--- src/rtl/axi_uncached_wbuf.sv ---
// ============================================================================
// axi_uncached_wbuf : posted write buffer retiring uncached stores to AXI
// Rev 1.0
// ============================================================================
`default_nettype none

module axi_uncached_wbuf #(
    parameter int         DEPTH  = 4,
    parameter logic [3:0] AXI_ID = 4'd1
) (
    input  logic        aclk,
    input  logic        aresetn,
    // CPU store port
    input  logic        req,
    input  logic [1:0]  size,
    input  logic [31:0] addr,
    input  logic [3:0]  wstrb,
    input  logic [31:0] wdata,
    output logic        addr_ok,
    output logic        data_ok,
    // load hazard check
    input  logic [31:0] chk_addr,
    output logic        chk_hit,
    output logic        empty,
    // AXI write address
    output logic [3:0]  awid,
    output logic [31:0] awaddr,
    output logic [7:0]  awlen,
    output logic [2:0]  awsize,
    output logic [1:0]  awburst,
    output logic [1:0]  awlock,
    output logic [3:0]  awcache,
    output logic [2:0]  awprot,
    output logic        awvalid,
    input  logic        awready,
    // AXI write data
    output logic [3:0]  wid,
    output logic [31:0] wdata_o,
    output logic [3:0]  wstrb_o,
    output logic        wlast,
    output logic        wvalid,
    input  logic        wready,
    // AXI write response
    input  logic [3:0]  bid,
    input  logic [1:0]  bresp,
    input  logic        bvalid,
    output logic        bready
);

    localparam int PW = $clog2(DEPTH);
    localparam int CW = PW + 1;

    typedef enum logic [1:0] {
        S_IDLE = 2'd0,
        S_ADDR = 2'd1,
        S_RESP = 2'd2
    } state_t;

    logic [31:0] ent_addr_q [DEPTH];
    logic [1:0]  ent_size_q [DEPTH];
    logic [3:0]  ent_strb_q [DEPTH];
    logic [31:0] ent_data_q [DEPTH];

    logic [PW-1:0] head_q, head_d, tail_q, tail_d;
    logic [CW-1:0] count_q, count_d;
    state_t        state_q, state_d;
    logic          data_ok_q;
    logic          awvalid_q, awvalid_d, wvalid_q, wvalid_d, bready_q, bready_d;
    logic [31:0]   awaddr_q, awaddr_d, wdata_q, wdata_d;
    logic [1:0]    awsize_q, awsize_d;
    logic [3:0]    wstrb_q, wstrb_d;
    logic          push, pop;
    logic [DEPTH-1:0] occ;

    assign addr_ok = req & (count_q != CW'(DEPTH));
    assign push    = req & addr_ok;

    always_ff @(posedge aclk) begin
        if (push) begin
            ent_addr_q[tail_q] <= addr;
            ent_size_q[tail_q] <= size;
            ent_strb_q[tail_q] <= wstrb;
            ent_data_q[tail_q] <= wdata;
        end
    end

    // Pointers wrap for free because DEPTH is a power of two.
    assign tail_d  = push ? tail_q + 1'b1 : tail_q;
    assign head_d  = pop  ? head_q + 1'b1 : head_q;
    assign count_d = count_q + CW'(push) - CW'(pop);

    always_comb begin
        state_d   = state_q;
        awvalid_d = awvalid_q;
        wvalid_d  = wvalid_q;
        bready_d  = bready_q;
        awaddr_d  = awaddr_q;
        awsize_d  = awsize_q;
        wdata_d   = wdata_q;
        wstrb_d   = wstrb_q;
        pop       = 1'b0;
        case (state_q)
            S_IDLE: begin
                if (count_q != '0) begin
                    awaddr_d  = ent_addr_q[head_q];
                    awsize_d  = ent_size_q[head_q];
                    wdata_d   = ent_data_q[head_q];
                    wstrb_d   = ent_strb_q[head_q];
                    awvalid_d = 1'b1;
                    wvalid_d  = 1'b1;
                    state_d   = S_ADDR;
                end
            end
            S_ADDR: begin
                if (awready) awvalid_d = 1'b0;
                if (wready)  wvalid_d  = 1'b0;
                if (!awvalid_d && !wvalid_d) begin
                    bready_d = 1'b1;
                    state_d  = S_RESP;
                end
            end
            S_RESP: begin
                if (bvalid && bready_q) begin
                    pop      = 1'b1;
                    bready_d = 1'b0;
                    state_d  = S_IDLE;
                end
            end
            default: state_d = S_IDLE;
        endcase
    end

    always_ff @(posedge aclk or negedge aresetn) begin
        if (!aresetn) begin
            head_q    <= '0;
            tail_q    <= '0;
            count_q   <= '0;
            state_q   <= S_IDLE;
            data_ok_q <= 1'b0;
            awvalid_q <= 1'b0;
            wvalid_q  <= 1'b0;
            bready_q  <= 1'b0;
            awaddr_q  <= '0;
            awsize_q  <= '0;
            wdata_q   <= '0;
            wstrb_q   <= '0;
        end else begin
            head_q    <= head_d;
            tail_q    <= tail_d;
            count_q   <= count_d;
            state_q   <= state_d;
            data_ok_q <= push;
            awvalid_q <= awvalid_d;
            wvalid_q  <= wvalid_d;
            bready_q  <= bready_d;
            awaddr_q  <= awaddr_d;
            awsize_q  <= awsize_d;
            wdata_q   <= wdata_d;
            wstrb_q   <= wstrb_d;
        end
    end

    // An entry stays visible to the hazard check until its B response pops it.
    always_comb begin
        occ = '0;
        for (int i = 0; i < DEPTH; i++) begin
            occ[i] = ({1'b0, PW'(i) - head_q} < count_q);
        end
    end

    always_comb begin
        chk_hit = 1'b0;
        for (int i = 0; i < DEPTH; i++) begin
            if (occ[i] && (ent_addr_q[i][31:2] == chk_addr[31:2])) chk_hit = 1'b1;
        end
    end

    assign data_ok = data_ok_q;
    assign empty   = (count_q == '0) && (state_q == S_IDLE);

    assign awid    = AXI_ID;
    assign awaddr  = awaddr_q;
    assign awlen   = 8'd0;
    assign awsize  = {1'b0, awsize_q};
    assign awburst = 2'b01;
    assign awlock  = 2'b00;
    assign awcache = 4'd0;
    assign awprot  = 3'd0;
    assign awvalid = awvalid_q;

    assign wid     = AXI_ID;
    assign wdata_o = wdata_q;
    assign wstrb_o = wstrb_q;
    assign wlast   = 1'b1;
    assign wvalid  = wvalid_q;

    assign bready  = bready_q;

    logic unused_sigs;
    assign unused_sigs = ^{bid, bresp, chk_addr[1:0]};

endmodule

`default_nettype wire

--- config.mk ---
export PLATFORM = sky130hd
export DESIGN_NAME = axi_uncached_wbuf
export DESIGN_NICKNAME = d
export VERILOG_FILES = /design/src/rtl/axi_uncached_wbuf.sv
export SDC_FILE = /design/constraint.sdc
export NUM_CORES = 1
export LEC_CHECK = 0
export BUFFER_PORTS_ARGS = -buffer_cell sky130_fd_sc_hd__buf_2
export CAP_MARGIN = 20
export CORE_MARGIN = 2
export CORE_UTILIZATION = 55
export DETAILED_ROUTE_END_ITERATION = 16
export GPL_TIMING_DRIVEN = 0
export PLACE_DENSITY = 0.78
export SKIP_LAST_GASP = 1
export SLEW_MARGIN = 10
export SYNTH_ARGS = -nofsm -noshare
export SYNTH_HDL_FRONTEND = slang
export SYNTH_SLANG_ARGS = --single-unit
--- constraint.sdc ---
create_clock -name aclk -period 4.8 [get_ports aclk]
set_input_delay 0.24 -clock aclk [delete_from_list [all_inputs] [get_ports aclk]]
set_output_delay 0.24 -clock aclk [all_outputs]
set_load 0.005 [all_outputs]
==> metrics.md <==
| Metric | Value |
|---|---|
| Peak supply drop | 0.000425 V |
| Yosys warns | 0 |
| Leakage power | between 0.007 and 0.008 uW |
| Worst slew pin tran | 0.758 ns |
| Setup Slack @ Placement | 1.92 ns |
| Combinational power share | 31.5% |
| Final-report max-slew violation count | 0 |
| Crit end category | output port |
| Setup ws final | 1.32 ns |
| First-pass GRT wire length | 48900 um |
| Commonest non-fill, non-tap cell in the layout | edfxtp_1 |
| Hold crit path type | in -> reg |
| Fmax | 287 MHz |
| Nets | 1235 |
| Layout cells sized above 1 | 38.4% |
| Port bufs | 180 |
| Status | complete, no violations |
| GPL Wtd Cong | 0.857 |
| CP Max Fanout | 10 |
| Switch share | 29.2% |
| TritonRoute pass-1 iters | 4 |
| Overflow after GRT | 0 |
| Top-Level Pins | 220 |
| Clk_skew | 0.0261 ns |
| CTS Buffer Depth | 3 |
| CTS tree | done |
| Initial antenna violation count | 5 |
| Slew headroom | 49.5% |
| Chip Height | 169 um |
| Starting density of the core | 55.8% |
| Crit path to | chk_hit |
| Commonest cells after routing, fill and taps aside | 280 x edfxtp_1, 189 x buf_2, 97 x xor2_1 |
| Worst setup SP type | flip-flop |
| Syn_area_per_cell | about 19 sq um |
| Mapped Area | 0.0150 sq mm |
| Clock Power Share | 25.9% |
| Worst r2r dst | count_q[2] |
| Crit. Startpoint | head_q[1] |
| Wire per inst | 22.0 um |
| Critical Path AT | 3.24 ns |
| Area delta synth->final | 23.5% |
| RR Startpoint | count_q[1] |
| Yosys reg bits | 363 |
| Reg clk slew, reported paths | 0.06 ns |
| Largest net degree at the start of global routing | 54 |
| Setup Buffers After CTS | 0 |
| Die area | 0.0286 sq mm |
| Setup violators final | 0 |
| R2R Setup Slk | 2.24 ns |
| Critical path class | reg -> out |
| Seq pwr share | 42.6% |
| Switching pwr | around 3200 uW |
| Worst skew pair latency | between 0.5 and 0.6 ns |
| Post-synthesis sequential area ratio | 69.9% |
| Std cell rows | 60 |
| Via count of the first global-routing pass | approximately 8400 |
| DRC Markers | 0 |
| Vias per inst | 5.49 |
| Core area | 0.0269 sq mm |
| Internal Pwr Total | 7740 uW |
| Die X | 169 um |
| PD cells | 590 mW/mm^2 |
| Fin crit share | 72.5% |
| Overall routing resource usage | 23.1% |
| Post-CTS Hold Buffers | 73 |
| Root buf cell | clkbuf_16 |
| Placed inst area | approximately 0.017 sq mm |
| Hold Fails Final Rpt | 0 |
| Design area | 0.0185 sq mm |
| R2R depth | 10 |
| DRC violation total after the first TritonRoute iteration | 564 |
| Cts bufs inserted | 38 |
| Post-Synthesis Cells | 785 |
| CTS resizes | 0 |
| H-tree Lvls | 2 |
| Via count | 8136 |
| Max-cap check violation count | 0 |
| Total wire length | approximately 33000 um |
| Post-route ant nets | 0 |
| Setup tns final | 0 ns |
| Synth cell types | 35 |
| Fill count | 1824 |
| WP data required | 4.56 ns |
| Minimum clock period | 3.48 ns |
| Number of clock sinks | 363 |
| RSZ-0062 raised after global routing | false |
| HPWL Detailed | 21900 um |
## per-layer routing
layer  vias to the layer above  track usage, %  share of wire (%)
met2                       327            39.4                 50
met5                         -               0              0.083
met3                        50            5.06                7.5
met1                      4110            30.8                 40
met4                         4            5.61                1.7
li1                       3645               -                  -
## per-stage QoR
| stage | hold WS (ns) | power (uW) | cells | util [%] |
|---|---|---|---|---|
| final | 0.0708 | 10900 | 1483 | 69.0 |
| after detailed placement | 0.219 | 8160 | 1338 | 61.7 |
| after CTS | 0.0584 | 11100 | 1480 | 68.9 |
| after global placement | 0.440 | 8060 | 1333 | 61.2 |
| after global routing | 0.0732 | 11500 | 1482 | 69.0 |
| after floorplan | -0.0556 | 6920 | 812 | - |
## registers in the layout, summed over array words and instances, names as in the netlist
register and count:
awvalid 1, ent_addr_q 128, wstrb_o 4, data_ok 1, awaddr 32, tail_q 2
wdata_o 32, state_q 2, ent_data_q 128, count_q 3, ent_size_q 8, ent_strb_q 16
bready 1, head_q 2, wvalid 1, awsize_q 2
## kinds of logic (layout without fill, tap and decap cells)
logic type	count (synthesis)	in the layout	share of synthesized area, %
AOI/OAI and AO/OA	17	17	0.817
other	2	32	0.0500
xor gates and xnor gates	126	126	7.35
and+or+nand+nor	58	58	2.23
muxes	140	140	15.8
buffers and inverters	68	395	2.96
adders and majority gates	11	11	0.967
DFF	363	363	69.9
## critical path: stages (launching register included)
cell	delay, ns
dfrtp_1	0.35
buf_2	0.32
buf_2	0.40
inv_1	0.08
ha_1	0.30
inv_1	0.04
a2111oi_0	0.53
nand4_1	0.16
nor4_1	0.21
or4_1	0.19
buf_2	0.12
## power by group through the flow
stage	clock [uW]	combinational (uW)	sequential, uW
floorplan	0	2220	4700
global placement	0	3300	4760
detailed placement	0	3440	4720
CTS	2880	3510	4660
global route	3010	3740	4740
finish	2840	3440	4660
## synth_stat cells (all sizes together)
master   count  share of area, %
edfxtp     280                56
xor2        97               5.7
dfrtp       83                14
mux2        70               5.3
mux4        70                11
buf         53               2.6
xnor2       29               1.7
nor4        22              0.96
inv         14              0.35
ha          10              0.83
nand4       10              0.42
a21oi        7              0.26
nand2        7              0.18
a2111oi      4              0.28
and2         4              0.17
nand3        4              0.13
nor2         4              0.10
nor2b        3              0.13
nor3         3              0.10
a22oi        2              0.10
conb         2             0.050
a21boi       1             0.050
a22o         1             0.058
clkbuf       1             0.025
fa           1              0.13
o21ai        1             0.033
o22ai        1             0.042
or4          1             0.050
## final cells by class
cell class	instances	area (sq um)	area share [%]
Clock buffer	47	1030	5.53
Timing Repair Buffer	258	1770	9.56
Tap cell	341	427	2.30
Clock inverter	22	186	1.01
Antenna cell	3	7.51	0.0405
Multi-Input combinational cell	381	4190	22.6
Inverter	14	52.6	0.283
Sequential cell	363	10500	56.6
Buffer	54	392	2.11
## how the worst min path moves through the flow
| stage | startpoint | to | slack [ns] | cells past startpoint |
|---|---|---|---|---|
| after floorplan | aresetn | awaddr[0] | -0.06 | 0 |
| after global routing | bvalid | state_q[1] | 0.07 | 3 |
| after global placement | awready | awvalid | 0.44 | 2 |
| after CTS | bvalid | state_q[1] | 0.06 | 3 |
| final | bvalid | state_q[1] | 0.07 | 3 |
| after detailed placement | aresetn | wvalid | 0.22 | 1 |
No activity file was read; power rests on OpenSTA's default activity.
